--- src/rtl/reg_bus_pkg.sv ---
`default_nettype none
// ============================================================================
// Module      : reg_bus_pkg
// Description : Shared FSM state type and address-range helper for the
//               register bus responder.
// Revision    : 1.0 - initial release
// ============================================================================
package reg_bus_pkg;

    typedef enum logic [1:0] {
        IDLE   = 2'd0,
        ACCESS = 2'd1,
        RESP   = 2'd2
    } state_t;

    function automatic logic addr_in_range(input logic [31:0] addr,
                                           input int unsigned num_regs);
        return (addr < num_regs);
    endfunction

endpackage
`default_nettype wire

--- src/rtl/reg_rd_mux.sv ---
`default_nettype none
// ============================================================================
// Module      : reg_rd_mux
// Description : NUM_REGS:1 read mux over the concatenated register outputs;
//               addresses with no matching register read as zero.
// Revision    : 1.0 - initial release
// ============================================================================
module reg_rd_mux #(
    parameter int DATA_WIDTH = 32,
    parameter int NUM_REGS   = 8,
    parameter int ADDR_WIDTH = 4
) (
    input  logic [ADDR_WIDTH-1:0]          addr,
    input  logic [NUM_REGS*DATA_WIDTH-1:0] curr_values,
    output logic [DATA_WIDTH-1:0]          rdata
);

    always_comb begin
        rdata = '0;
        for (int i = 0; i < NUM_REGS; i++) begin
            if (addr == ADDR_WIDTH'(i)) begin
                rdata = curr_values[i*DATA_WIDTH +: DATA_WIDTH];
            end
        end
    end

endmodule
`default_nettype wire

--- src/rtl/reg_bus_slave.sv ---
`default_nettype none
// ============================================================================
// Module      : reg_bus_slave
// Description : Four-phase req/ack responder that turns host accesses into
//               register update strobes and read-back of register values.
// Revision    : 1.0 - initial release
// ============================================================================
module reg_bus_slave
    import reg_bus_pkg::*;
#(
    parameter int DATA_WIDTH = 32,
    parameter int NUM_REGS   = 8,
    parameter int ADDR_WIDTH = 4
) (
    input  logic                           clk,
    input  logic                           rst_n,
    input  logic                           req,
    input  logic                           we,
    input  logic [ADDR_WIDTH-1:0]          addr,
    input  logic [DATA_WIDTH-1:0]          wdata,
    output logic                           ack,
    output logic                           err,
    output logic [DATA_WIDTH-1:0]          rdata,
    output logic [NUM_REGS-1:0]            update,
    output logic [DATA_WIDTH-1:0]          new_value,
    input  logic [NUM_REGS*DATA_WIDTH-1:0] curr_values
);

    localparam logic [NUM_REGS-1:0] c_one_hot_base = NUM_REGS'(1);

    state_t                  r_state;
    state_t                  w_next_state;
    logic [ADDR_WIDTH-1:0]   r_addr;
    logic                    r_we;
    logic [DATA_WIDTH-1:0]   r_wdata;
    logic                    r_ack;
    logic                    r_err;
    logic [DATA_WIDTH-1:0]   r_rdata;
    logic [NUM_REGS-1:0]     r_update;
    logic [DATA_WIDTH-1:0]   r_new_value;

    logic                    w_latch;
    logic                    w_ack;
    logic                    w_err;
    logic [DATA_WIDTH-1:0]   w_rdata;
    logic [NUM_REGS-1:0]     w_update;
    logic [DATA_WIDTH-1:0]   w_new_value;
    logic                    w_in_range;
    logic [DATA_WIDTH-1:0]   w_mux_data;

    assign w_in_range = addr_in_range(32'(r_addr), NUM_REGS);

    reg_rd_mux #(
        .DATA_WIDTH (DATA_WIDTH),
        .NUM_REGS   (NUM_REGS),
        .ADDR_WIDTH (ADDR_WIDTH)
    ) u_rd_mux (
        .addr        (r_addr),
        .curr_values (curr_values),
        .rdata       (w_mux_data)
    );

    always_ff @(posedge clk or negedge rst_n) begin
        if (!rst_n) begin
            r_state <= IDLE;
        end else begin
            r_state <= w_next_state;
        end
    end

    // Request fields are captured once in IDLE; later bus changes are ignored.
    always_ff @(posedge clk or negedge rst_n) begin
        if (!rst_n) begin
            r_addr  <= '0;
            r_we    <= 1'b0;
            r_wdata <= '0;
        end else if (w_latch) begin
            r_addr  <= addr;
            r_we    <= we;
            r_wdata <= wdata;
        end
    end

    always_ff @(posedge clk or negedge rst_n) begin
        if (!rst_n) begin
            r_ack       <= 1'b0;
            r_err       <= 1'b0;
            r_rdata     <= '0;
            r_update    <= '0;
            r_new_value <= '0;
        end else begin
            r_ack       <= w_ack;
            r_err       <= w_err;
            r_rdata     <= w_rdata;
            r_update    <= w_update;
            r_new_value <= w_new_value;
        end
    end

    always_comb begin
        w_next_state = r_state;
        w_latch      = 1'b0;
        w_ack        = r_ack;
        w_err        = r_err;
        w_rdata      = r_rdata;
        w_new_value  = r_new_value;
        w_update     = '0;
        case (r_state)
            IDLE: begin
                if (req) begin
                    w_latch      = 1'b1;
                    w_next_state = ACCESS;
                end
            end
            ACCESS: begin
                w_next_state = RESP;
                w_ack        = 1'b1;
                w_err        = !w_in_range;
                if (r_we) begin
                    if (w_in_range) begin
                        w_update    = c_one_hot_base << r_addr;
                        w_new_value = r_wdata;
                    end
                end else begin
                    // Mux already yields zero for out-of-range addresses.
                    w_rdata = w_mux_data;
                end
            end
            RESP: begin
                if (!req) begin
                    w_ack        = 1'b0;
                    w_err        = 1'b0;
                    w_next_state = IDLE;
                end
            end
            default: begin
                w_next_state = IDLE;
            end
        endcase
    end

    assign ack       = r_ack;
    assign err       = r_err;
    assign rdata     = r_rdata;
    assign update    = r_update;
    assign new_value = r_new_value;

endmodule
`default_nettype wire

--- config.mk ---
export PLATFORM = sky130hd
export DESIGN_NAME = reg_bus_slave
export DESIGN_NICKNAME = d
export VERILOG_FILES = /design/src/rtl/reg_bus_pkg.sv /design/src/rtl/reg_rd_mux.sv /design/src/rtl/reg_bus_slave.sv
export SDC_FILE = /design/constraint.sdc
export NUM_CORES = 1
export LEC_CHECK = 0
export CAP_MARGIN = 15
export CORE_AREA = 2 2 145 147
export DETAILED_ROUTE_END_ITERATION = 7
export DIE_AREA = 0 0 147 149
export GPL_TIMING_DRIVEN = 0
export PLACE_DENSITY = 0.8
export SLEW_MARGIN = 10
export SYNTH_ARGS = -nofsm -noshare
export SYNTH_HDL_FRONTEND = slang
export SYNTH_SLANG_ARGS = --single-unit
--- constraint.sdc ---
create_clock -name clk -period 1.65 [get_ports clk]
set_input_delay 0.2475 -clock clk [delete_from_list [all_inputs] [get_ports clk]]
set_output_delay 0.2475 -clock clk [all_outputs]
set_load 0.02 [all_outputs]
## Word-level counts from Yosys, hierarchy flattened

Cells that the tools add are included.

- $add $sub $neg: 0
- $mul: 0
- Div/mod/pow operators: 0
- $lt $le $gt $ge: 1
- Equal/unequal tests: 11
- Shift-type cells: 1
- Muxes and demuxes: 19
- Bitwise operators: 1
- Reductions and logical operators: 8

Operators with widths:

| cell | number |
|---|---|
| $mux 32 | 8 |
| $mux 8 | 3 |
| $eq 4x3->1 const B | 4 |
| $eq 4x2->1 const B | 2 |
| $shl 1x4->8 const A | 1 |
| $pmux 2 s3 | 1 |
| $reduce_and 2->1 | 3 |
| $eq 4x1->1 const B | 1 |
| $logic_not 4->1 | 1 |
| $lt 4x4->1 const B | 1 |
| $mux 2 | 2 |
| $ne 2x2->1 const B | 2 |
| $pmux 1 s2 | 2 |
| $mux 1 | 3 |
| $reduce_and 3->1 | 1 |
| $eq 2x1->1 const B | 1 |
| $eq 2x2->1 const B | 1 |
| $logic_not 2->1 | 1 |
| $reduce_bool 2->1 | 1 |
| $logic_not 1->1 | 1 |
| $not 1->1 | 1 |

- Register bits: 113
- Latch bits: 0
- Bits in writable memories: 0
- Memory bits (read-only): 0
- Input port bits: 296
- Output and inout port bits: 74
- Memories: 0

## Longest topological paths before layout

Gate-level depths: netlist of run 1.

- Depth in word-level cells: 9
- Gate-level depth with buffers: 8

## Modules after synthesis

Synthesis of run 1 repeated with hierarchy kept, for this count alone.

- Cells, all modules: 517
- Area, all modules: 6737.7 um^2

By module, submodules not included:

| module | times used | cells an instance | area an instance (um^2) | seq. area each (um^2) |
|---|---|---|---|---|
| reg_bus_slave | 1 | 252 | 4329.2 | 2827.7 |
| reg_rd_mux | 1 | 265 | 2408.6 | 0.0 |

## Worst setup path before layout of run 1

Ideal clock, no wire load.

- Path type: flip-flop to flip-flop
- Start: register r_state[1]
- End: register r_new_value[10], in the netlist new_value[10]
- Setup time: 125 ps
- Arrival: 1573 ps
- Required time: 1525 ps
- Setup slack: -47 ps
- Cell stages (with the launch flop): 7
- Buffers on the path: 2
- Period minus slack after synthesis: 1697 ps
- Cell sequence: dfrtp_1 buf_6 and2b_1 nand2_1 nor2_1 buf_4 mux2_2

- Longest elaborated chain between the ends: 2

Ends and longest elaborated chain:

| item | RTL line | text |
|---|---|---|
| from (decl) | reg_bus_slave.sv:31 | `state_t r_state;` |
| from (signal assigned) | reg_bus_slave.sv:67 | `r_state <= w_next_state;` |
| $eq 2x1->1 | reg_bus_slave.sv:108 | `case (r_state)` |
| $reduce_and 3->1 (no line) | - |  |
| to (signal assigned) | reg_bus_slave.sv:96 | `r_new_value <= w_new_value;` |
| to (decl) | reg_bus_slave.sv:40 | `logic [DATA_WIDTH-1:0] r_new_value;` |

No other way between the ends.
A chain may end at the register's enable or synchronous reset.

## Worst setup path after layout of run 1

- Start: register r_state[1]
- End: register r_new_value[19], in the netlist new_value[19]

The elaborated chain is that of the path after synthesis.

==> results.sh, run 1 <==
export IMPL_die_width_um=147
export IMPL_synth_flop_cell="dfrtp_1"
export IMPL_wl_per_cell_um=23.5
export IMPL_r2r_end="new_value[19]"
export IMPL_crit_type="reg -> reg"
export IMPL_start_util_pct=31.9
export IMPL_grt_use_total_pct=27.2
export IMPL_antenna_found_initial=0
export IMPL_drc_errors=0
export IMPL_whs_ns=0.285
export IMPL_die_area_um2=21900
export IMPL_grt_max_degree=87
export IMPL_cts_tree="yes"
export IMPL_worst_pin_slew_ns=0.532
export IMPL_syn_to_final_growth_pct=91.5
export IMPL_ys_warn_count=0
export IMPL_top_layer="met4"
export IMPL_synth_nets=947
export IMPL_clk_pin_slew_ns=0.06
export IMPL_drtIter0Drc=456
export IMPL_cts_buffers=17
export IMPL_n_antenna_cell=0
export IMPL_powerDensity_nw_per_um2=1770
export IMPL_fin_nets=1372
export IMPL_dieHeight_um=149
export IMPL_ys_seq_area_share_pct=43.1
export IMPL_ys_ff_latch=113
export IMPL_synth_avg_cell_area_um2=10.1
export IMPL_fmax_mhz=569
export IMPL_synth_edf_count=0
export IMPL_total_power_mw=22.2
export IMPL_gp_congestion=0.928
export IMPL_syn_area_um2=6560
export IMPL_post_route_util_pct=61.1
export IMPL_status="finished, violations left"
export IMPL_fin_crit_sh_pct=106
export IMPL_overflow=0
export IMPL_fp_row_count=53
export IMPL_crit_arrival_ns=2.05
export IMPL_grt_setup_unrepaired="true"
export IMPL_crit_fanout=5
export IMPL_endpoint_kind="flip-flop"
export IMPL_skew_ns=0.00821
export IMPL_clockBufferDepth=2
export IMPL_netlist_instances=651
export IMPL_dp_cells=1296
export IMPL_ff2ff_path_depth=7
export IMPL_final_setup_viol_count=83
export IMPL_fin_cells=1364
export IMPL_r2r_start="r_state[1]"
export IMPL_layout_drive_gt1_share_pct=24.7
export IMPL_worstSetupStartpointType="flip-flop"
export IMPL_worstHoldPathType="in -> async"
export IMPL_wl_met1_um=12300
export IMPL_clkLatencyLatePin_ns=0.41
export IMPL_wl_um=32000
export IMPL_fin_crit_ns=1.76
export IMPL_num_io_pins=370
export IMPL_ir_worst_vdd_v=0.000763
export IMPL_clockRootBuffer="clkbuf_16"
export IMPL_drv_cap=0
export IMPL_pre_cts_ws_ns=-0.646
export IMPL_layout_setup_ws_ns=-0.107
export IMPL_cp_data_required_time_ns=1.94
export IMPL_core_area_um2=20600
export IMPL_synthDistinctLibCells=51
export IMPL_dp_hpwl_um=22800
export IMPL_relSlewSlack_pct=64.4
export IMPL_reg2reg_setup_slack_ns=-0.11
export IMPL_numPortBuffers=369
export IMPL_violations="setup timing"
export IMPL_vias=7348
export IMPL_htreeDepth=4
export IMPL_final_hold_violation_count=0
export IMPL_drt_antenna_violating_nets=0
export IMPL_grt_first_pass_wirelength_um=44600
export IMPL_grt_pass1_vias=7449
export IMPL_p_leak_nw=5.52
export IMPL_drv_slew=0
export IMPL_route_met3_wl_um=2350
export IMPL_vias_per_cell=5.39
export IMPL_routed_wl_met2_um=16100
export IMPL_cts_sinks=113
export IMPL_drtPass1Iterations=5
export IMPL_async_flop_share_pct=100
per-layer routing:
layer / track usage [%] / vias up
met3: 6.15 / 83
met5: 0 / -
li1: - / 3274
met2: 48.1 / 412
met4: 11.6 / 0
met1: 31.9 / 3579
stage by stage:
stage          area (um^2)  setup TNS (ns)
6_report             12600           -3.68
5_1_grt              12600           -8.29
4_1_cts              12100           -1.05
3_5_place_dp         10600          -41.04
3_3_place_gp         10600         -503.26
2_1_floorplan         6570         -0.0144
layout by cell type (no fill, tap or decap), types with 16 or more instances in the layout:
master / Yosys / layout
mux2_2: 69 / 36
nor2_1: 41 / 37
dlygate4sd2_1: 0 / 26
buf_4: 8 / 35
dfrtp_1: 113 / 111
o21ai_1: 21 / 27
buf_6: 3 / 18
nand2_1: 48 / 45
nand3b_1: 17 / 17
a21oi_1: 32 / 32
o21ai_0: 58 / 52
clkbuf_16: 0 / 20
dlymetal6s2s_1: 0 / 36
clkdlybuf4s50_1: 0 / 306
mux2_4: 0 / 33
mux2i_1: 49 / 38
nor2b_1: 16 / 16
kinds of logic after synthesis:
group | after synthesis | synth area share [%]
AOI/OAI and AO/OA | 194 | 19.2
buffers and inverters | 62 | 4.84
DFF | 113 | 43.1
muxes | 121 | 20.4
and+or+nand+nor | 161 | 12.5
where the power goes:
part | switching, mW | internal [mW] | leakage [nW]
Sequential | 0.744 | 4.05 | 1.38
Clock | 1.45 | 2.28 | 0.285
Combinational | 6.92 | 6.74 | 3.86
worst max-delay path: stages, from the launching register on:
cell and delay, ns:
dfrtp_1 0.38, buf_6 0.14, and2b_2 0.25, nand2_4 0.06, nor2_4 0.19, buf_6 0.16, clkbuf_16 0.15, mux2_4 0.30
flip-flops by register name (all words and copies together), names as in the netlist:
name	cells
r_wdata	32
r_state	2
rdata	32
r_we	1
ack	1
r_addr	4
update	8
new_value	32
err	1
worst max-delay path by stage:
| stage | start | endpoint | slack, ns | cells after the start |
|---|---|---|---|---|
| after floorplan | r_state[1] | rdata[24] | -0.007 | 7 |
| after global placement | rst_n | rdata[14] | -4.12 | 1 |
| after detailed placement | r_addr[3] | rdata[19] | -0.65 | 6 |
| after CTS | r_state[1] | new_value[15] | -0.05 | 7 |
| after global routing | r_addr[0] | rdata[9] | -0.13 | 7 |
| final | r_state[1] | new_value[19] | -0.11 | 7 |
synth_stat cells, types with 3 or more instances:
library cell | count | area [um^2]
dfrtp_1 | 113 | 2830
mux2_2 | 69 | 777
o21ai_0 | 58 | 290
mux2i_1 | 49 | 490
nand2_1 | 48 | 180
nor2_1 | 41 | 154
a21oi_1 | 32 | 160
buf_2 | 26 | 130
o21ai_1 | 21 | 105
clkbuf_1 | 20 | 75.1
nand3b_1 | 17 | 128
nor2b_1 | 16 | 100
nor3_1 | 16 | 80.1
a221oi_1 | 15 | 131
o22ai_1 | 13 | 81.3
a211oi_1 | 12 | 90.1
a311o_1 | 11 | 110
o41a_1 | 10 | 113
buf_4 | 8 | 60.1
a22o_1 | 5 | 43.8
or2_2 | 5 | 31.3
inv_1 | 4 | 15.0
a22oi_1 | 3 | 22.5
buf_6 | 3 | 33.8
mux4_2 | 3 | 67.6
timing repair:
item | CTS | global route
hold buffers | 1 | 0
hold endpoints to repair | 27 | 0
resized for setup | 202 | 102
setup endpoints to repair | 131 | 130
pin swaps | 20 | 10
gates cloned | 3 | 4
buffers inserted | 19 | 13
cell type report:
class | count | area, um^2
fill | 1630 | 8000
timing repair buffer | 409 | 4220
multi-input combinational | 476 | 3920
sequential | 113 | 2830
buffer | 55 | 636
clock buffer | 18 | 439
tap | 275 | 344
clock inverter | 14 | 156
inverter | 4 | 18.8
Power figures use the tool's default switching activity.
==> run 2, diff against run 1 <==
--- a/config.mk
+++ b/config.mk
@@ -11,5 +11,5 @@
 export DIE_AREA = 0 0 147 149
 export GPL_TIMING_DRIVEN = 0
-export PLACE_DENSITY = 0.8
+export PLACE_DENSITY_LB_ADDON = 0.15
 export SLEW_MARGIN = 10
 export SYNTH_ARGS = -nofsm -noshare
==> constraint.sdc (replaced) <==
create_clock -name clk -period 1.4 [get_ports clk]
set_input_delay 0.14 -clock clk [delete_from_list [all_inputs] [get_ports clk]]
set_output_delay 0.14 -clock clk [all_outputs]
set_load 0.02 [all_outputs]
==> run 2 against run 1 <==
  * The run still ends with setup timing left
  * Critical path depth unchanged
  * Worst setup slack worse by 0.19 ns
  * First-iteration DRC count down 44%
  * Maximum frequency up 3.7%
  * Clock power up 17%
  * Cell area up 8.3%
  * Combinational power up 36%
  * Final cell count up 2.9%
  * Via count about the same
  * Core utilization up 5.1 points
  * Die area unchanged
  * Power up 29%
  * Largest cell class unchanged
==> results.sh, run 2 (synthesis gave the netlist of run 1 again) <==
export IMPL_status="finished, violations left"
export IMPL_violations="setup timing"
export IMPL_powerDensity_nw_per_um2=2100
export IMPL_overflow=0
export IMPL_start_util_pct=31.9
export IMPL_grt_use_total_pct=28.0
export IMPL_dieHeight_um=149
export IMPL_drtIter0Drc=256
export IMPL_final_cell_mix="clkdlybuf4s50_1, dfrtp_1, dlygate4sd2_1"
export IMPL_num_io_pins=370
export IMPL_fin_nets=1409
export IMPL_p_leak_nw=5.73
export IMPL_cp_top_family="buffers and inverters"
export IMPL_cts_tree="yes"
export IMPL_skew_ns=0.0107
export IMPL_dp_hpwl_um=22600
export IMPL_grt_first_pass_wirelength_um=45800
export IMPL_pre_cts_ws_ns=-0.818
export IMPL_clk_pin_slew_ns=0.06
export IMPL_vias_per_cell=5.23
export IMPL_crit_fanout=7
export IMPL_crit_arrival_ns=1.98
export IMPL_drv_slew=0
export IMPL_drt_antenna_violating_nets=0
export IMPL_syn_to_final_growth_pct=107
export IMPL_multi_input_area_um2=4400
export IMPL_path_buf_inv=3
export IMPL_cp_data_required_time_ns=1.68
export IMPL_worst_pin_slew_ns=0.575
export IMPL_drv_cap=0
export IMPL_worstSetupStartpointType="flip-flop"
export IMPL_endpoint_kind="flip-flop"
export IMPL_register_area_um2=2830
export IMPL_clockRootBuffer="clkbuf_16"
export IMPL_fmax_mhz=590
export IMPL_clockBufferDepth=2
export IMPL_cts_buffers=17
export IMPL_final_setup_viol_count=100
export IMPL_vias=7345
export IMPL_core_area_um2=20600
export IMPL_ff2ff_path_depth=7
export IMPL_worstHoldPathType="in -> async"
export IMPL_cpMaxStageDelayCell="dfrtp_1"
export IMPL_whs_ns=0.260
export IMPL_r2r_start="r_addr[0]"
export IMPL_crit_type="reg -> reg"
export IMPL_reg2reg_setup_slack_ns=-0.29
export IMPL_drtPass1Iterations=4
export IMPL_max_stage_delay_ns=0.33
export IMPL_fin_crit_sh_pct=121
export IMPL_fin_cells=1404
export IMPL_die_area_um2=21900
export IMPL_drc_errors=0
export IMPL_gp_congestion=0.835
export IMPL_grt_setup_unrepaired="true"
export IMPL_mostFrequentLayoutCell="clkdlybuf4s50_1"
export IMPL_layout_setup_ws_ns=-0.295
export IMPL_fp_row_count=53
export IMPL_final_hold_violation_count=0
export IMPL_layout_drive_gt1_share_pct=32.0
export IMPL_total_power_mw=28.6
export IMPL_grt_pass1_vias=7548
export IMPL_die_width_um=147
export IMPL_clkLatencyLatePin_ns=0.41
export IMPL_fin_setup_tns_ns=-19.68
export IMPL_grt_max_degree=59
export IMPL_htreeDepth=4
export IMPL_r2r_end="rdata[3]"
export IMPL_wl_um=32400
export IMPL_numPortBuffers=369
export IMPL_wl_per_cell_um=23.1
export IMPL_ir_worst_vdd_v=0.00144
export IMPL_cts_sinks=113
export IMPL_dp_cells=1296
export IMPL_crit_chain="buf_6 > buf_12 > bufbuf_16 > mux2i_2 > o22ai_2 > a211oi_2 > o21ai_1"
export IMPL_antenna_found_initial=4
export IMPL_relSlewSlack_pct=61.7
export IMPL_fin_crit_ns=1.69
export IMPL_fill_cells=1638
[run 2: cell types whose count changed in the layout (fill, tap and decap cells not counted), sizes merged]
| cell | delta |
|---|---|
| clkdlybuf4s50 | -12 |
| inv | +2 |
| diode | +3 |
| clkinvlp | +1 |
| buf | +31 |
| dlygate4sd2 | +48 |
| clkinv | -4 |
| dlymetal6s2s | -36 |
| clkbuf | +7 |
[run 2: how the worst max path moves through the flow]
stage                                to  slack (ns)  cells after the start        from
after floorplan           new_value[10]       -0.18                      6  r_state[1]
after detailed placement       rdata[9]       -0.82                      5   r_addr[1]
after global routing           rdata[3]       -0.34                      7   r_addr[0]
final                          rdata[3]       -0.29                      7   r_addr[0]
after global placement    new_value[24]       -4.47                      1       rst_n
after CTS                     rdata[24]       -0.30                      7  r_state[1]
[run 2: area by class of cell]
cell class / count / area share (%)
well taps: 275 / 2.53
inverters: 4 / 0.138
flip-flops and latches: 113 / 20.8
clock buffers: 19 / 3.26
plain buffers: 54 / 5.71
repair buffers: 447 / 34.0
multi-input cells: 476 / 32.4
diodes: 3 / 0.0552
clock inverters: 13 / 1.11
[run 2: per-layer routing]
metal | up-vias | track usage, % | part of all wire [%]
met4 | 2 | 9.52 | 3.0
met5 | - | 0 | 0.040
met3 | 55 | 7.22 | 6.9
met2 | 323 | 48.6 | 50
li1 | 3370 | - | -
met1 | 3595 | 33.9 | 40
[run 2: timing repair]
item	CTS	global route
pin swaps	41	45
hold buffers	1	0
hold endpoints to repair	55	0
gates resized for setup	294	135
cloned	6	14
setup buffers	32	29
setup endpoints to repair	185	103
[run 2: metrics by stage]
stage,utilization [%],instance area (um^2)
after global routing,66.2,13600
after detailed placement,52.7,10800
after floorplan,-,6770
after CTS,61.6,12700
after global placement,52.6,10800
final,66.2,13600
[run 2: power by group]
group	switching [mW]	internal (mW)	leakage, nW	total (mW)
combinational	8.90	9.68	4.08	18.6
sequential	0.833	4.77	1.38	5.61
clock	1.68	2.70	0.278	4.38
==> run 3, diff against run 2 <==
clock period = 1.45 ns   (was 1.4 ns; I/O delays follow)
==> run 3 against run 2 <==
  * The flow still finishes with violations (setup timing)
  * Sequential power decreased by 3.9%
  * Maximum frequency increased by 1.4%
  * Combinational power decreased by 9%
  * Worst setup slack improved by 0.074 ns
  * Worst hold slack got worse by 0.049 ns
  * Non-clock buffer count decreased by 15
  * Die area unchanged
  * Critical path depth unchanged
  * Highest routed layer is now met4
==> results.sh, run 3 (synthesis gave the netlist of run 1 again) <==
export IMPL_drtIter0Drc=299
export IMPL_mostFrequentLayoutCell="clkdlybuf4s50_1"
export IMPL_cts_sinks=113
export IMPL_grt_use_total_pct=27.3
export IMPL_switchingPower_mw=10.7
export IMPL_cts_buffers=17
export IMPL_gp_congestion=0.869
export IMPL_overflow=0
export IMPL_violations="setup timing"
export IMPL_clockBufferDepth=2
export IMPL_grt_max_degree=71
export IMPL_swShare_pct=40.1
export IMPL_htreeDepth=4
export IMPL_final_cell_mix="clkdlybuf4s50_1, dfrtp_1, dlygate4sd2_1"
export IMPL_wl_um=31400
export IMPL_skew_ns=0.0107
export IMPL_numPortBuffers=369
export IMPL_syn_to_final_growth_pct=102
export IMPL_vias_per_cell=5.24
export IMPL_intPower_mw=16.0
export IMPL_crit_arrival_ns=1.97
export IMPL_fin_nets=1395
export IMPL_fp_row_count=53
export IMPL_clock_power_share_pct=16.3
export IMPL_clockRootBuffer="clkbuf_16"
export IMPL_drc_errors=0
export IMPL_fin_setup_tns_ns=-12.10
export IMPL_grt_setup_unrepaired="true"
export IMPL_fmax_mhz=599
export IMPL_grt_pass1_vias=7398
export IMPL_worstSetupStartpointType="flip-flop"
export IMPL_dieHeight_um=149
export IMPL_die_width_um=147
export IMPL_combPwrFrac_pct=63.5
export IMPL_endpoint_kind="flip-flop"
export IMPL_fin_cells=1388
export IMPL_fin_crit_sh_pct=115
export IMPL_fin_crit_ns=1.67
export IMPL_clk_pin_slew_ns=0.06
export IMPL_antenna_found_initial=1
export IMPL_start_util_pct=31.9
export IMPL_die_area_um2=21900
export IMPL_wl_per_cell_um=22.6
export IMPL_drt_antenna_violating_nets=0
export IMPL_post_route_util_pct=64.6
export IMPL_worst_pin_slew_ns=0.506
export IMPL_num_io_pins=370
export IMPL_clkLatencyLatePin_ns=0.42
export IMPL_core_area_um2=20600
export IMPL_final_setup_viol_count=97
export IMPL_dp_cells=1296
export IMPL_final_hold_violation_count=0
export IMPL_grt_first_pass_wirelength_um=44600
export IMPL_p_leak_nw=5.60
export IMPL_drv_cap=0
export IMPL_status="finished, violations left"
export IMPL_total_power_mw=26.7
export IMPL_drtPass1Iterations=5
export IMPL_drv_slew=0
export IMPL_relSlewSlack_pct=66.1
export IMPL_p_seq_share_pct=20.2
export IMPL_ir_worst_vdd_v=0.00127
export IMPL_dp_hpwl_um=22200
export IMPL_crit_fanout=7
export IMPL_vias=7277
export IMPL_layout_setup_ws_ns=-0.221
export IMPL_cp_data_required_time_ns=1.75
export IMPL_powerDensity_nw_per_um2=2010
export IMPL_worstHoldPathType="in -> async"
export IMPL_cts_tree="yes"
export IMPL_layout_drive_gt1_share_pct=29.2
export IMPL_crit_type="reg -> reg"
## run 3: cell count changes in the layout (fill, tap and decap cells not counted), moves of 5 or more
cell / previous run / this run
a21oi_2: 14 / 7
a221oi_2: 11 / 6
buf_4: 42 / 33
clkbuf_16: 34 / 26
nand2_1: 34 / 44
nand2_2: 10 / 1
o22ai_4: 5 / 0
## run 3: area by class of cell
| type | count | area [um^2] |
|---|---|---|
| plain buffers | 53 | 721 |
| multi-input cells | 477 | 4290 |
| clock buffers | 20 | 467 |
| diodes | 1 | 2.50 |
| repair buffers | 433 | 4460 |
| fillers | 1666 | 7280 |
| well taps | 275 | 344 |
| inverters | 4 | 18.8 |
| clock inverters | 12 | 145 |
| flip-flops and latches | 113 | 2830 |
## run 3: critical path, stage by stage, from the launching register on
cell and delay (ns):
dfrtp_1 0.34, buf_6 0.17, buf_12 0.17, buf_16 0.14, mux2i_1 0.21, o21ai_1 0.09, a221oi_2 0.30, o21ai_1 0.11
## run 3: worst paths after layout
| kind | to | from | slack, ns | cells after the start |
|---|---|---|---|---|
| min reg2reg | rdata[1] | rdata[1] | 0.48 | 2 |
| max in group asynchronous | r_we | rst_n | 0.51 | 3 |
| max | rdata[4] | r_addr[0] | -0.22 | 7 |
| min | rdata[25] | rst_n | 0.21 | 2 |
| min in group clk | r_addr[3] | addr[3] | 0.27 | 3 |
| max reg2reg | rdata[4] | r_addr[0] | -0.22 | 7 |
## run 3: power groups by stage
stage          sequential, mW  combinational (mW)  clock, mW
6_report                 5.39                16.9       4.34
4_1_cts                  5.33                14.6       4.40
3_5_place_dp             5.37                12.6          0
3_3_place_gp             5.33                12.5          0
5_1_grt                  5.56                17.8       4.55
2_1_floorplan            6.34                6.43          0
## run 3: metal layers
metal / share of wire [%] / global-route usage (%)
met5: 0 / 0
met2: 50 / 49.1
met1: 41 / 32.1
met3: 7.4 / 7.80
met4: 1.7 / 7.21
## run 3: what timing repair did
item                                    CTS  global route
setup buffers                            28            24
pin swaps                                33            36
gates cloned                              6             9
endpoints found under the hold margin    43             0
endpoints found under the setup margin  185           102
resized for setup                       241           166
hold buffers                              1             0
## run 3: stage by stage
step	instance area (um^2)	hold slack, ns	setup slack, ns
final	13300	0.211	-0.221
after global routing	13300	0.252	-0.263
after CTS	12400	0.222	-0.261
after detailed placement	10800	0.0938	-0.805
after global placement	10800	0.465	-4.47
after floorplan	6770	-0.151	-0.128
